`src/rtl/counter_8bit_checker_sat_cnt.sv`:
```
// Saturating up-counter used for the error and wrap totals.
// Ports:
//   clk    : clock
//   rst_n  : asynchronous active-low reset, clears the count
//   inc    : increment request for this edge
//   count  : current total, sticks at all-ones
module counter_8bit_checker_sat_cnt #(
    parameter int unsigned W = 8
) (
    input  logic         clk,
    input  logic         rst_n,
    input  logic         inc,
    output logic [W-1:0] count
);

    always_ff @(posedge clk or negedge rst_n) begin
        if (!rst_n) begin
            count <= '0;
        end else if (inc && (count != '1)) begin
            count <= count + W'(1);
        end
    end

endmodule

```
`config.mk`:
```
export PLATFORM = sky130hd
export DESIGN_NAME = counter_8bit_checker_sat_cnt
export DESIGN_NICKNAME = d
export VERILOG_FILES = /design/src/rtl/counter_8bit_checker_sat_cnt.sv
export SDC_FILE = /design/constraint.sdc
export NUM_CORES = 1
export LEC_CHECK = 0
export CORE_AREA = 2 2 39 41
export CTS_CLUSTER_DIAMETER = 60
export DETAILED_ROUTE_END_ITERATION = 10
export DIE_AREA = 0 0 41 43
export PLACE_DENSITY_LB_ADDON = 0.05
export SLEW_MARGIN = 20
export SYNTH_ARGS = -nofsm -noshare
export SYNTH_HDL_FRONTEND = slang
export SYNTH_SLANG_ARGS = --single-unit
```
`constraint.sdc`:
```
create_clock -name clk -period 2.1 [get_ports clk]
set_input_delay 0.42 -clock clk [delete_from_list [all_inputs] [get_ports clk]]
set_output_delay 0.42 -clock clk [all_outputs]
set_load 0.05 [all_outputs]
```
==> summary.txt, run 1 <==
Initial antenna violation count: 0
Dpl cells: 60
WP depth: 1
Drt wl/cell: 13.3 microns
DIE HEIGHT: 43 microns
RD Place Congestion: 0.767
CTS clk-pin slew, worst paths: 0.06 ns
Total track usage: 13.1%
CTS tree: yes
Post-CTS Hold Buffers: 0
# rows: 14
Clk sinks: 8
Die X: 41 microns
PwrDens: 1720 mW/mm^2
Antenna-violating nets left: 0
FF-to-FF End: count[1]$_DFFE_PN0P_
Max frequency: 500 MHz
Sequential element share of the synthesized area: 49.1%
H-tree Lvls: 1
Clock Latency Late Sink: 0.26 ns
Final WL: 841 microns
Worst path max stage delay: 0.85 ns
Yosys cell types: 23
DRC errors left: 0
Nets: 53
CP max FO: 8
Seq cells post-synth: 8
Vias in the first global route: 359
Clock Root Buffer: clkbuf_4
Buf+Inv Stages, Crit Path: 1
Endpoints failing setup: 0
Max reg flops: 8
Status: complete, no violations
Detailed Routing Iterations Pass 1: 4
Max Transition Viols Final: 0
IO Port Bufs: 10
Area growth from synthesis to layout: 35.0%
Post CTS Setup Buffer Count: 0
Layout cell share with drive strength beyond 1: 19.1%
Largest net degree at the start of global routing: 9
CP required: 1.68 ns
RR Startpoint: count[0]$_DFFE_PN0P_
WS Path Type: flip-flop to output port
Synth Instances: 34
Largest registers: count (8)
Met1 global-route usage: 17.7%
Met3 usage: 3.66%
Post-DP HPWL: 628 microns
Worst Skew: 0.00647 ns
Vias: 335
Final period utilization: 95.3%
Number of max-cap violations: 0
Reg with most FFs: count
Synth Area per Inst: 12.0 sq um
Setup crit end kind: output port
R2r setup slk: 0.60 ns
Post-CTS sizing: 0
Synth warnings: 0
IO Pins: 11
Initial Util: 29.5%
Detailed Route Iter0 Violations: 1
Global route overflow: 0
CP delay by family, top: buffers and inverters
Via/cell ratio: 5.32
Synth Cell Area: 408 sq um
Startpoint types: flip-flop
Max clock buf depth: 2
Max IR drop VDD: 0.000892 V
RSZ-0062 raised after global routing: no
# diodes: 0
Worst slew pin tran: 0.500 ns
Final std cells w/o fill: 63
Post-layout min period: 2.00 ns
Core area: 0.00138 sq mm
Critical path's slowest cell: clkdlybuf4s50_1
Global-route wire length before repair: 1.51 mm
Min-delay worst type: primary input to asynchronous set/reset pin
CP cell instances: clkdlybuf4s50_1
Synthesized Nets: 38
Met2 GRT Util: 16.9%
Num CTS Buffers: 3
R2r worst-path depth: 4
Arrival time worst endpoint: 1.58 ns
Pleak: 0.219 nW
Final Hold Viols: 0
Busiest grt layer: met1
Setup TNS: 0 ns
Die Area: 0.00176 sq mm
Max-slew headroom: 66.6%
## per-stage QoR
stage	total power [mW]	hold slack (ns)	instance area, sq um	util [%]	worst slack, ns
6_report	0.948	0.438	551	39.8	0.0986
5_1_grt	1.02	0.475	551	39.8	0.0236
4_1_cts	0.960	0.455	551	39.8	0.0835
3_5_place_dp	0.836	0.525	528	38.2	0.313
3_3_place_gp	0.834	0.526	528	38.2	0.344
2_1_floorplan	0.663	0.124	408	-	0.335
## cells in the final DEF (no fill, tap or decap), types with 2 or more instances in the layout
master | Yosys | routed
a31oi_1 | 2 | 2
clkbuf_4 | 0 | 3
clkdlybuf4s50_1 | 0 | 10
nand3_1 | 2 | 2
a41oi_1 | 2 | 2
dfrtp_1 | 8 | 8
a21oi_1 | 2 | 2
## cells in the mapped netlist
cell	count	share of area (%)
nand3_2	1	2.5
a31oi_1	2	3.1
mux2_1	1	2.8
and4_4	1	2.8
a21boi_0	1	1.8
xnor2_1	1	2.1
ha_1	1	3.1
a41oi_1	2	4.3
nor3_1	1	1.2
dfrtp_1	8	49
a21oi_1	2	2.5
mux2_4	1	3.7
nor2_1	1	0.92
xor2_1	1	2.1
nand2_1	1	0.92
inv_1	1	0.92
nand4_1	1	1.5
nand3_1	2	2.5
a311oi_2	1	3.7
o21ai_2	1	2.1
o211ai_1	1	1.8
and3_4	1	2.8
o21a_1	1	1.8
## worst reg2reg max path: stages (launching register included)
cell	delay, ns
dfrtp_1	0.40
ha_1	0.25
nand4_1	0.19
o21ai_2	0.21
mux2_1	0.33
## how the worst max path moves through the flow
stage                     slack [ns]                    to            startpoint
after floorplan                 0.33  count[1]$_DFFE_PN0P_  count[0]$_DFFE_PN0P_
after global placement          0.34  count[5]$_DFFE_PN0P_                   inc
after detailed placement        0.31  count[5]$_DFFE_PN0P_                   inc
after CTS                       0.08              count[6]  count[6]$_DFFE_PN0P_
after global routing            0.02              count[6]  count[6]$_DFFE_PN0P_
final                            0.1              count[6]  count[6]$_DFFE_PN0P_
## per-layer routing
metal  vias up  wire length, microns
met2        11                   371
met3         4                    55
li1        161                     -
met4         0                    25
met5         -                     0
met1       159                   388
## kinds of logic after synthesis
logic type      Yosys count  synth area share (%)
compound gates           11                  21.2
xor+xnor                  2                  4.30
fa+ha+maj                 1                  3.07
buf+inv                   1                 0.919
flops                     8                  49.1
mux                       2                  6.44
simple gates              9                  15.0
## power by group
part	internal [mW]	total (mW)	switching (mW)
logic	0.191	0.517	0.326
clock network	0.0654	0.117	0.0517
registers	0.219	0.314	0.0954
## area by class of cell
type,count,area (sq um)
Fill cell,136,833
Multi-Input combinational cell,25,204
Sequential cell,8,200
Timing Repair Buffer,10,100
Clock buffer,3,22.5
Tap cell,16,20.0
Inverter,1,3.75
Power figures use the tool's default switching activity.
==> run 2: changes to the inputs <==
- ABC_AREA: default -> 1
==> summary.txt, run 2 <==
Setup crit end kind: output port
Max reg flops: 8 (unchanged)
# rows: 14 (unchanged)
Leading cell types by count after synthesis: nand2_1, dfrtp_1, nor2_1
Leading cell type in the layout, fill and taps excluded: nand2_1
Clock Power Share: 15.5% (+3.1 points)
Top_reg_cell synth: dfrtp_1
Final WL: 930 microns (+11%)
Max-slew headroom: 67.0% (+0.40 points)
Post-DP HPWL: 720 microns (+15%)
Synth Area per Inst: 7.67 sq um (-36%)
Antenna-violating nets left: 0 (unchanged)
Status: complete, no violations
Core area: 0.00138 sq mm (unchanged)
Synthesized Nets: 67 (+76%)
Arrival time worst endpoint: 1.56 ns (-0.02 ns)
Fin worst setup slack: 0.124 ns (+0.0252 ns)
DIE HEIGHT: 43 microns (unchanged)
Sequential element share of the synthesized area: 41.5% (-7.6 points)
Total track usage: 14.2% (+1.0 points)
RSZ-0062 raised after global routing: no
Max frequency: 506 MHz (+1.3%)
Final Hold Viols: 0 (unchanged)
RD Place Congestion: 0.644 (-16%)
Yosys cell types: 18 (-22%)
Wl on met1: 475 microns (+22%)
Area growth from synthesis to layout: 29.5%
IO Port Bufs: 10 (unchanged)
Power share of the combinational group: 49.8% (-4.7 points)
Synth Instances: 63 (+85%)
Global-route wire length before repair: 1.64 mm (+8.7%)
Synth Cell Area: 483 sq um (+18%)
Detailed Route Iter0 Violations: 4 (+3)
Via/cell ratio: 4.59 (-14%)
Num CTS Buffers: 3 (unchanged)
Layout cell share with drive strength beyond 1: 13.2% (-6.0 points)
Initial Util: 34.9% (+5.4 points)
PwrDens: 1230 mW/mm^2 (-29%)
FF-to-FF End: count[4]$_DFFE_PN0P_
Post-CTS sizing: 0 (unchanged)
H-tree Lvls: 1 (unchanged)
Post-synth EDFFs: 0 (unchanged)
Met3 wire length: 51 microns (-7.3%)
CTS tree: yes
Mux cell area share after synthesis: 0% (-6.4 points)
RR Startpoint: count[0]$_DFFE_PN0P_
Worst path max stage delay: 0.85 ns (about the same)
Worst slew pin tran: 0.494 ns (-0.00591 ns)
Count leader, synth: nand2_1
Worst Skew: 0.00101 ns (-0.00545 ns)
CP required: 1.68 ns (about the same)
Hold Slack: 0.465 ns (+0.0271 ns)
Complex-gate fraction of the synthesized area: 2.07% (-19 points)
Reg with most FFs: count
Max IR drop VDD: 0.000510 V (-43%)
Endpoints failing setup: 0 (unchanged)
Post-synth ARST share: 100% (unchanged)
Buf+Inv Stages, Crit Path: 1 (unchanged)
Pleak: 0.294 nW (+34%)
Post-layout min period: 1.98 ns (-0.0252 ns)
Drt wl/cell: 10.1 microns (-24%)
R2r setup slk: 0.73 ns (+0.13 ns)
Vias: 422 (+26%)
Synth top area share: 41.5% (-7.6 points)
Simple-Gate Fraction of Synth Area: 45.1% (+30 points)
Nets: 82 (+55%)
Internal Power: 395 uW (-17%)
Clock Latency Late Sink: 0.25 ns (about the same)
Switching Fraction: 48.7% (-1.2 points)
Design Power: 768 uW (-19%)
Power share of the sequential group: 34.7% (+1.6 points)
DRC errors left: 0 (unchanged)
Die X: 41 microns (unchanged)
Detailed Routing Iterations Pass 1: 2 (-2)
Fin util: 45.2% (+5.4 points)
Setup TNS: 0 ns (unchanged)
Synth warnings: 0 (unchanged)
# diodes: 0 (unchanged)
Post-Synth Adder-Cell Area: 2.59% (-0.48 points)
WS Path Type: flip-flop to output port
Most frequent cells in the layout: nand2_1, clkdlybuf4s50_1, dfrtp_1, nor2_1, inv_1
CP max FO: 7 (-1)
Clock Root Buffer: clkbuf_4
Synth area leaders: dfrtp_1, nand2_1, nor2_1
Top Layer Used: met4
IO Pins: 11 (unchanged)
Startpoint types: flip-flop
Metal2 WL: 393 microns (+5.9%)
Post-CTS Hold Buffers: 0 (unchanged)
Post CTS Setup Buffer Count: 0 (unchanged)
Largest family of logic cells by synthesized area: simple AND/OR/NAND/NOR gates
Critical path's slowest cell: clkdlybuf4s50_1
Largest net degree at the start of global routing: 9 (unchanged)
Initial antenna violation count: 0 (unchanged)
Min-delay worst type: primary input to asynchronous set/reset pin
Clk sinks: 8 (unchanged)
Largest registers: count (8)
Seq cells post-synth: 8 (unchanged)
Number of max-cap violations: 0 (unchanged)
Vias in the first global route: 379 (+5.6%)
Psw: 374 uW (-21%)
CP delay by family, top: buffers and inverters
CP cell instances: clkdlybuf4s50_1
Max clock buf depth: 2 (unchanged)
Fill cells: 147 (+8.1%)
Die Area: 0.00176 sq mm (unchanged)
Max Transition Viols Final: 0 (unchanged)
R2r worst-path depth: 8 (+4)
XOR/XNOR share of the synthesized area: 3.63% (-0.67 points)
CTS clk-pin slew, worst paths: 0.06 ns (about the same)
Global route overflow: 0 (unchanged)
Synth area leader: dfrtp_1
Final period utilization: 94.1% (-1.2 points)
Setup slack at placement: 0.396 ns (+0.0828 ns)
==> run 2: cell types whose count changed in the layout (fill, tap and decap cells not counted), sizes merged, moves of 2 or more <==
cell and change:
a41oi -2, inv +5, a31oi -2, nand2 +29, mux2 -2, nor2 +8
==> run 2: cells by family after synthesis <==
logic type / Yosys count
xor gates and xnor gates: 2
DFF: 8
buffers and inverters: 6
adders and majority gates: 1
and+or+nand+nor: 44
AOI/OAI and AO/OA: 2
==> run 2: power by group through the flow <==
stage	Combinational (mW)	Clock, mW	Sequential [mW]
after floorplan	0.113	0	0.416
after global placement	0.387	0	0.270
after detailed placement	0.385	0	0.270
after CTS	0.387	0.123	0.268
after global routing	0.413	0.133	0.281
final	0.383	0.119	0.266
==> run 2: layout make-up <==
class	instances	area (sq um)	share of cell area [%]
flip-flops and latches	8	200	32.0
multi-input cells	49	258	41.2
clock buffers	3	22.5	3.60
inverters	6	25.0	4.00
well taps	16	20.0	3.20
repair buffers	10	100	16.0
==> run 2: worst max path at each step <==
stage	startpoint	to	slack (ns)	cells after the start
6_report	count[0]$_DFFE_PN0P_	count[0]	0.12	1
5_1_grt	count[0]$_DFFE_PN0P_	count[0]	0.06	1
4_1_cts	count[0]$_DFFE_PN0P_	count[0]	0.11	1
3_5_place_dp	count[0]$_DFFE_PN0P_	count[0]	0.40	1
3_3_place_gp	count[0]$_DFFE_PN0P_	count[0]	0.36	1
2_1_floorplan	count[0]$_DFFE_PN0P_	count[4]$_DFFE_PN0P_	0.51	8
==> run 2: routing by layer <==
layer  track usage [%]  vias up
met5                 0        -
met4              8.00        0
met3              3.14        2
met2              16.3        9
met1              23.0      191
li1                  -      220
==> run 2: per-stage QoR <==
step           area (sq um)  cells
2_1_floorplan           483     63
3_3_place_gp            603     89
5_1_grt                 626     92
6_report                626     92
3_5_place_dp            603     89
4_1_cts                 626     92
==> run 3: changes to the inputs <==
- CTS_CLUSTER_SIZE: default -> 10
==> results of run 3 <==
No change in the layout: final DEF, timing and power equal those of run 2.
